`src/rtl/pwm_duty_sequencer_if.sv`:
```
// Pad-side controls into the duty sequencer and committed duty out to the PWM comparator.
interface pwm_duty_sequencer_if #(
  parameter int DUTY_W = 4
) ();
  logic              btn_up;
  logic              btn_dn;
  logic              mode;
  logic              period_start;
  logic [DUTY_W-1:0] duty;
  logic              duty_upd;
  logic [1:0]        state;

  modport master (
    output btn_up, btn_dn, mode, period_start,
    input  duty, duty_upd, state
  );

  modport slave (
    input  btn_up, btn_dn, mode, period_start,
    output duty, duty_upd, state
  );
endinterface

```
`src/rtl/pwm_duty_sequencer.sv`:
```
// Button-driven / breathing-ramp duty controller for the 10-step PWM generator.
// Duty, its update strobe and the FSM state change only on PWM period boundaries.

// One button: 2-flop synchronizer, stability-counter debouncer, rising-edge strobe.
module pwm_duty_sequencer_deb #(
  parameter int DEB_CYCLES = 16
) (
  input  logic clk,
  input  logic rst_n,
  input  logic i_btn,
  output logic o_rise
);
  localparam int DCW = $clog2(DEB_CYCLES + 1);
  localparam logic [DCW-1:0] L_DEB = DCW'(DEB_CYCLES);
  localparam logic [DCW-1:0] L_ONE = DCW'(1);

  logic [1:0]     r_sync;
  logic [DCW-1:0] r_cnt;
  logic           r_deb;
  logic           r_deb_q;

  always_ff @(posedge clk) begin
    if (!rst_n) begin
      r_sync  <= 2'b00;
      r_cnt   <= '0;
      r_deb   <= 1'b0;
      r_deb_q <= 1'b0;
    end else begin
      r_sync  <= {r_sync[0], i_btn};
      r_deb_q <= r_deb;
      // The level is accepted only after the counter has held DEB_CYCLES for a cycle.
      if (r_sync[1] == r_deb) begin
        r_cnt <= '0;
      end else if (r_cnt == L_DEB) begin
        r_deb <= ~r_deb;
        r_cnt <= '0;
      end else begin
        r_cnt <= r_cnt + L_ONE;
      end
    end
  end

  assign o_rise = r_deb & ~r_deb_q;
endmodule

module pwm_duty_sequencer #(
  parameter int DUTY_W       = 4,
  parameter int DUTY_MIN     = 1,
  parameter int DUTY_MAX     = 9,
  parameter int DUTY_RST     = 5,
  parameter int DEB_CYCLES   = 16,
  parameter int STEP_PERIODS = 4
) (
  input  logic                  clk,
  input  logic                  rst_n,
  pwm_duty_sequencer_if.slave   bus
);
  localparam int NUM_BTN = 2;
  localparam int BTN_UP  = 0;
  localparam int BTN_DN  = 1;
  localparam int PCW     = $clog2(STEP_PERIODS + 1);

  localparam logic [DUTY_W-1:0] L_MIN  = DUTY_W'(DUTY_MIN);
  localparam logic [DUTY_W-1:0] L_MAX  = DUTY_W'(DUTY_MAX);
  localparam logic [DUTY_W-1:0] L_RST  = DUTY_W'(DUTY_RST);
  localparam logic [DUTY_W-1:0] L_D1   = DUTY_W'(1);
  localparam logic [PCW-1:0]    L_STEP = PCW'(STEP_PERIODS);
  localparam logic [PCW-1:0]    L_P1   = PCW'(1);

  typedef enum logic [1:0] {
    ST_MANUAL  = 2'b00,
    ST_RAMP_UP = 2'b01,
    ST_RAMP_DN = 2'b10
  } state_e;

  logic [NUM_BTN-1:0] w_btn;
  logic [NUM_BTN-1:0] w_rise;
  logic [NUM_BTN-1:0] r_pend;
  logic [NUM_BTN-1:0] w_req;

  state_e            r_state, w_state_nxt;
  logic [DUTY_W-1:0] r_duty,  w_duty_nxt;
  logic [PCW-1:0]    r_pcnt,  w_pcnt_nxt;
  logic              r_upd;
  logic [PCW-1:0]    w_pcnt_inc;
  logic [DUTY_W-1:0] w_up_val;
  logic [DUTY_W-1:0] w_dn_val;

  assign w_btn[BTN_UP] = bus.btn_up;
  assign w_btn[BTN_DN] = bus.btn_dn;

  genvar g;
  generate
    for (g = 0; g < NUM_BTN; g++) begin : g_btn
      pwm_duty_sequencer_deb #(
        .DEB_CYCLES (DEB_CYCLES)
      ) u_deb (
        .clk    (clk),
        .rst_n  (rst_n),
        .i_btn  (w_btn[g]),
        .o_rise (w_rise[g])
      );
    end
  endgenerate

  // A press landing in the boundary cycle itself still counts at that boundary.
  assign w_req = r_pend | w_rise;

  always_ff @(posedge clk) begin
    if (!rst_n)                r_pend <= '0;
    else if (bus.period_start) r_pend <= '0;
    else                       r_pend <= w_req;
  end

  // Saturating neighbours of the current duty; they also pull an out-of-range value back in.
  assign w_up_val   = (r_duty < L_MIN) ? L_MIN :
                      (r_duty < L_MAX) ? r_duty + L_D1 : L_MAX;
  assign w_dn_val   = (r_duty > L_MAX) ? L_MAX :
                      (r_duty > L_MIN) ? r_duty - L_D1 : L_MIN;
  assign w_pcnt_inc = r_pcnt + L_P1;

  always_comb begin
    w_state_nxt = r_state;
    w_duty_nxt  = r_duty;
    w_pcnt_nxt  = r_pcnt;
    if (bus.period_start) begin
      unique case (r_state)
        ST_MANUAL: begin
          if (bus.mode) begin
            w_state_nxt = ST_RAMP_UP;
            w_pcnt_nxt  = '0;
          end else if (w_req[BTN_UP] && !w_req[BTN_DN] && r_duty < L_MAX) begin
            w_duty_nxt = w_up_val;
          end else if (w_req[BTN_DN] && !w_req[BTN_UP] && r_duty > L_MIN) begin
            w_duty_nxt = w_dn_val;
          end
        end
        ST_RAMP_UP, ST_RAMP_DN: begin
          if (!bus.mode) begin
            w_state_nxt = ST_MANUAL;
            w_pcnt_nxt  = '0;
          end else if (w_pcnt_inc != L_STEP) begin
            w_pcnt_nxt = w_pcnt_inc;
          end else begin
            w_pcnt_nxt = '0;
            // Go up when ramping up below the top, or ramping down already at the floor.
            if ((r_state == ST_RAMP_UP && r_duty < L_MAX) ||
                (r_state == ST_RAMP_DN && r_duty <= L_MIN)) begin
              w_duty_nxt  = w_up_val;
              w_state_nxt = (w_up_val == L_MAX) ? ST_RAMP_DN : ST_RAMP_UP;
            end else begin
              w_duty_nxt  = w_dn_val;
              w_state_nxt = (w_dn_val == L_MIN) ? ST_RAMP_UP : ST_RAMP_DN;
            end
          end
        end
        default: begin
          w_state_nxt = ST_MANUAL;
          w_pcnt_nxt  = '0;
        end
      endcase
    end
  end

  always_ff @(posedge clk) begin
    if (!rst_n) begin
      r_state <= ST_MANUAL;
      r_duty  <= L_RST;
      r_pcnt  <= '0;
      r_upd   <= 1'b0;
    end else begin
      r_state <= w_state_nxt;
      r_duty  <= w_duty_nxt;
      r_pcnt  <= w_pcnt_nxt;
      r_upd   <= (w_duty_nxt != r_duty);
    end
  end

  assign bus.duty     = r_duty;
  assign bus.duty_upd = r_upd;
  assign bus.state    = r_state;
endmodule

```
`src/flat_wrapper.sv`:
```
// flat-port wrapper written by rule: the top's interface ports become plain ports
module pwm_duty_sequencer_flat 
#(
  parameter int DUTY_W       = 4,
  parameter int DUTY_MIN     = 1,
  parameter int DUTY_MAX     = 9,
  parameter int DUTY_RST     = 5,
  parameter int DEB_CYCLES   = 16,
  parameter int STEP_PERIODS = 4
)
  (clk, rst_n, bus_btn_up, bus_btn_dn, bus_mode, bus_period_start, bus_duty, bus_duty_upd, bus_state);
  pwm_duty_sequencer_if #(.DUTY_W(DUTY_W)) bus_i ();
  input  logic clk;
  input  logic rst_n;
  input wire logic [$bits(bus_i.btn_up)-1:0] bus_btn_up;
  input wire logic [$bits(bus_i.btn_dn)-1:0] bus_btn_dn;
  input wire logic [$bits(bus_i.mode)-1:0] bus_mode;
  input wire logic [$bits(bus_i.period_start)-1:0] bus_period_start;
  output wire logic [$bits(bus_i.duty)-1:0] bus_duty;
  output wire logic [$bits(bus_i.duty_upd)-1:0] bus_duty_upd;
  output wire logic [$bits(bus_i.state)-1:0] bus_state;
  assign bus_i.btn_up = bus_btn_up;
  assign bus_i.btn_dn = bus_btn_dn;
  assign bus_i.mode = bus_mode;
  assign bus_i.period_start = bus_period_start;
  assign bus_duty = bus_i.duty;
  assign bus_duty_upd = bus_i.duty_upd;
  assign bus_state = bus_i.state;
  pwm_duty_sequencer #(.DUTY_W(DUTY_W), .DUTY_MIN(DUTY_MIN), .DUTY_MAX(DUTY_MAX), .DUTY_RST(DUTY_RST), .DEB_CYCLES(DEB_CYCLES), .STEP_PERIODS(STEP_PERIODS)) u_core (.clk(clk), .rst_n(rst_n), .bus(bus_i));
endmodule
```
`config.mk`:
```
export PLATFORM = sky130hd
export DESIGN_NAME = pwm_duty_sequencer_flat
export DESIGN_NICKNAME = d
export VERILOG_FILES = /design/src/rtl/pwm_duty_sequencer_if.sv /design/src/rtl/pwm_duty_sequencer.sv /design/src/flat_wrapper.sv
export SDC_FILE = /design/constraint.sdc
export NUM_CORES = 1
export LEC_CHECK = 0
export CAP_MARGIN = 20
export CORE_UTILIZATION = 40
export DETAILED_ROUTE_END_ITERATION = 8
export GPL_ROUTABILITY_DRIVEN = 0
export PLACE_DENSITY_LB_ADDON = 0.25
export SLEW_MARGIN = 10
export SYNTH_ARGS = -nofsm -noshare
export SYNTH_HDL_FRONTEND = slang
export SYNTH_HIERARCHICAL = 1
export SYNTH_SLANG_ARGS = --single-unit
```
`constraint.sdc`:
```
create_clock -name clk -period 4.63 [get_ports clk]
set_input_delay 0.926 -clock clk [delete_from_list [all_inputs] [get_ports clk]]
set_output_delay 0.926 -clock clk [all_outputs]
set_load 0.05 [all_outputs]
```
==> impl_metrics.yaml <==
cells_and_area:
  fill_cells: 494
  multi_input_area_um2: 1343
  area_delta_synth_final_pct: 12.45
  postLayoutCoreUtil_pct: 47.38
  instances_no_fill: 330
  nets: 282
  postLayoutCellArea_um2: 2282
  antenna_cells: 0
  layout-drive-gt1-share_pct: 7.985
  seqCellArea_um2: 600.6
timing:
  period_share_pct: 61.25
  finalWorstSetupSlack_ns: 1.794
  setup_violations: 0
  hold_violations: 0
  fin_crit_ns: 2.836
  slew_headroom_pct: 55.18
  max_freq_ghz: 0.3526
  slew_viol_final: 0
  fin_hold_ws_ns: 0.4315
  tightest_slew_ns: 0.6702
  clock_skew_ns: 0.007827
  rsz0062_at_grt: "no"
  setup_tns_ns: 0
logic_synthesis:
  synthesis.nets: 270
  synth_fa_ha_area_share_pct: 8.015
  syn-mean-instance-area_um2: 8.085
  syn_inst: 251
  synth_xor_area_share_pct: 4.316
  synth_edf_count: 0
  synth-compound-area-share_pct: 22.56
  ys_async_sr_fraction_pct: 0
  synthesis.area_um2: 2029
  synth_top_family_by_area: "simple AND/OR/NAND/NOR gates"
  synth_top_cells_by_area: "dfxtp_1 (30%), ha_1 (8.0%), a21oi_1 (3.9%)"
  synth_cell_type_count: 51
  yosysTopAreaCell: "dfxtp_1"
  synth_flop_cell: "dfxtp_1"
  seq_area_frac_synth_pct: 29.59
  synth_seq_cells: 30
  ys_warn_count: 6
  synth-simple-area-share_pct: 30.27
  synthMuxAreaShare_pct: 0.9864
  yosysTopAreaCellShare_pct: 29.59
routing:
  vias: 1801
  wl_per_cell_um: 13.23
  drtIter0Drc: 185
  routed_via_density: 5.458
  drc: 0
  first_pass_iters: 4
  antenna_left: 0
  drt-total-wl_mm: 4.365
critical_path:
  cp_top_family: "buffers and inverters"
  crit_type: "reg -> out"
  crit_fanout: 17
  r2r_end: "u_core/bus.duty_upd"
  critPathLaunchType: "flip-flop"
  max_stage_delay_ns: 0.92
  reg2reg_depth: 9
  r2r_start: "u_core/bus.duty[0]"
  required_ns: 3.70
  critPathSlowestCell: "clkdlybuf4s50_1"
  end_kind: "primary output"
  crit_chain: "clkdlybuf4s50_1"
  path_buf_inv: 1
  r2r_slack_ns: 1.85
  worstPathArrival_ns: 1.91
  cp.depth: 1
clocking:
  cts_buffers: 5
  clockBufferDepth: 2
  cts_resized: 0
  clkTransAtPathRegs_ns: 0.06
  cts_sinks: 30
  cts_setup_buffers: 0
  hold_buffers: 0
  clock-root-buffer: "clkbuf_8"
  tritoncts: "yes"
  clkLatencyLatePin_ns: 0.27
  htree_levels: 2
min_path:
  hold_depth: 1
  min_from: "u_core/g_btn[1].u_deb/r_sync[0]"
  hold_class: "reg -> reg"
  min_to: "u_core/g_btn[1].u_deb/r_sync[1]"
power:
  power.switching_mw: 0.1790
  p_comb_share_pct: 21.4
  vdd_drop_max_uv: 141.1
  p_int_mw: 0.4137
  total_power_mw: 0.5928
  p_sw_share_pct: 30.20
  clkPwrFrac_pct: 31.8
  cellLeakagePower_nw: 0.8752
  power_per_cell_area_nw_per_um2: 259.7
  sequentialPowerShare_pct: 46.9
grt:
  grt_pass1_wl_mm: 7.555
  grt_usage_pct: 18.43
  gr-total-overflow: 0
  antenna_found_initial: 0
  grt_pass1_vias: 1619
  grt_max_degree: 23
floorplanning:
  die_w_um: 73.23
  rows: 25
  die_height_um: 73.23
  start_util_pct: 42.13
  core_area_um2: 4817
  fp.dieArea_um2: 5363
  num_io_pins: 13
run:
  max_cap_violations: 0
placement:
  dp_hpwl_mm: 3.292
  pre_cts_ws_ns: 1.755
  place_inst: 323
  io_buffers: 12
  dpl_cell_area_um2: 2203
run_status:
  status: "completed"
==> cells in the final DEF, fill, tap and decap left out, types with 4 or more instances in the layout <==
| cell type | instances |
|---|---|
| nand2b_1 | 6 |
| clkbuf_8 | 5 |
| nor2b_1 | 11 |
| nor3_1 | 6 |
| nor2_1 | 20 |
| clkdlybuf4s50_1 | 12 |
| a31oi_1 | 5 |
| nand3_1 | 12 |
| a21oi_1 | 16 |
| ha_1 | 13 |
| xor2_1 | 7 |
| and2_1 | 7 |
| inv_1 | 12 |
| dfxtp_1 | 30 |
| a211oi_1 | 4 |
| nor3b_1 | 6 |
| o21ai_1 | 8 |
| o21ai_0 | 10 |
| nand2_1 | 16 |
==> cell families (layout without fill, tap and decap cells) <==
kind of cell             after synthesis  after routing
XOR/XNOR                              10             10
AND/OR/NAND/NOR                      104            104
multiplexers                           2              2
adder cells (fa/ha/maj)               13             13
buffers and inverters                 22             34
flip-flops                            30             30
AO/OA/AOI/OAI                         70             70
==> final cells by class <==
class                           count  area share (%)
Clock buffer                        5           3.015
Clock inverter                      2          0.4386
Inverter                           15           2.467
Multi-Input combinational cell    199           58.83
Sequential cell                    30           26.32
Tap cell                           67           3.673
Timing Repair Buffer               12           5.263
==> worst max-delay path by stage <==
| stage | from | to | slack, ns |
|---|---|---|---|
| 2_1_floorplan | u_core/bus.duty[0] | u_core/bus.duty_upd | 1.76 |
| 3_3_place_gp | bus_mode | u_core/bus.duty_upd | 1.82 |
| 3_5_place_dp | bus_mode | u_core/bus.duty_upd | 1.76 |
| 4_1_cts | u_core/bus.duty[3] | bus_duty[3] | 1.77 |
| 5_1_grt | u_core/bus.duty[0] | u_core/bus.duty_upd | 1.67 |
| 6_report | u_core/bus.duty[3] | bus_duty[3] | 1.79 |
==> worst reg2reg max path, stage by stage, from the launching register on <==
cell and delay [ns]:
dfxtp_1 0.53, inv_1 0.18, ha_1 0.40, o21ba_4 0.29, a211o_1 0.31, a21o_1 0.19
and3_4 0.18, a211o_1 0.27, a32oi_1 0.20, nand4_1 0.10
==> per-layer routing <==
metal | track usage [%] | share of wire [%] | vias to the layer above
met5 | 0 | 0 | -
met4 | 5.882 | 1.2 | 0
met3 | 4.282 | 5.2 | 5
met2 | 29.94 | 46 | 48
met1 | 24.07 | 48 | 823
li1 | - | - | 925
==> power groups by stage <==
stage | combinational [mW] | clock (mW) | sequential, mW
after floorplan | 0.0816 | 0 | 0.293
final | 0.127 | 0.188 | 0.278
after detailed placement | 0.125 | 0 | 0.284
after global placement | 0.127 | 0 | 0.283
after CTS | 0.125 | 0.198 | 0.278
after global routing | 0.139 | 0.212 | 0.279
==> cells in the mapped netlist, types with 4 or more instances <==
library cell,instances
a211oi_1,4
a21oi_1,16
a31oi_1,5
and2_1,7
clkbuf_1,4
dfxtp_1,30
ha_1,13
inv_1,12
nand2_1,16
nand2b_1,6
nand3_1,12
nor2_1,20
nor2b_1,11
nor3_1,6
nor3b_1,6
o21ai_0,10
o21ai_1,8
xor2_1,7
==> flip-flops by register name (all words and copies together), names as in the netlist <==
signal	flops
u_core/g_btn.u_deb/r_cnt	10
u_core/bus.duty	4
u_core/g_btn.u_deb/r_sync	4
u_core/r_pcnt	3
u_core/bus.state	2
u_core/g_btn.u_deb/r_deb	2
u_core/g_btn.u_deb/r_deb_q	2
u_core/r_pend	2
u_core/bus.duty_upd	1
Power figures use the tool's default switching activity.
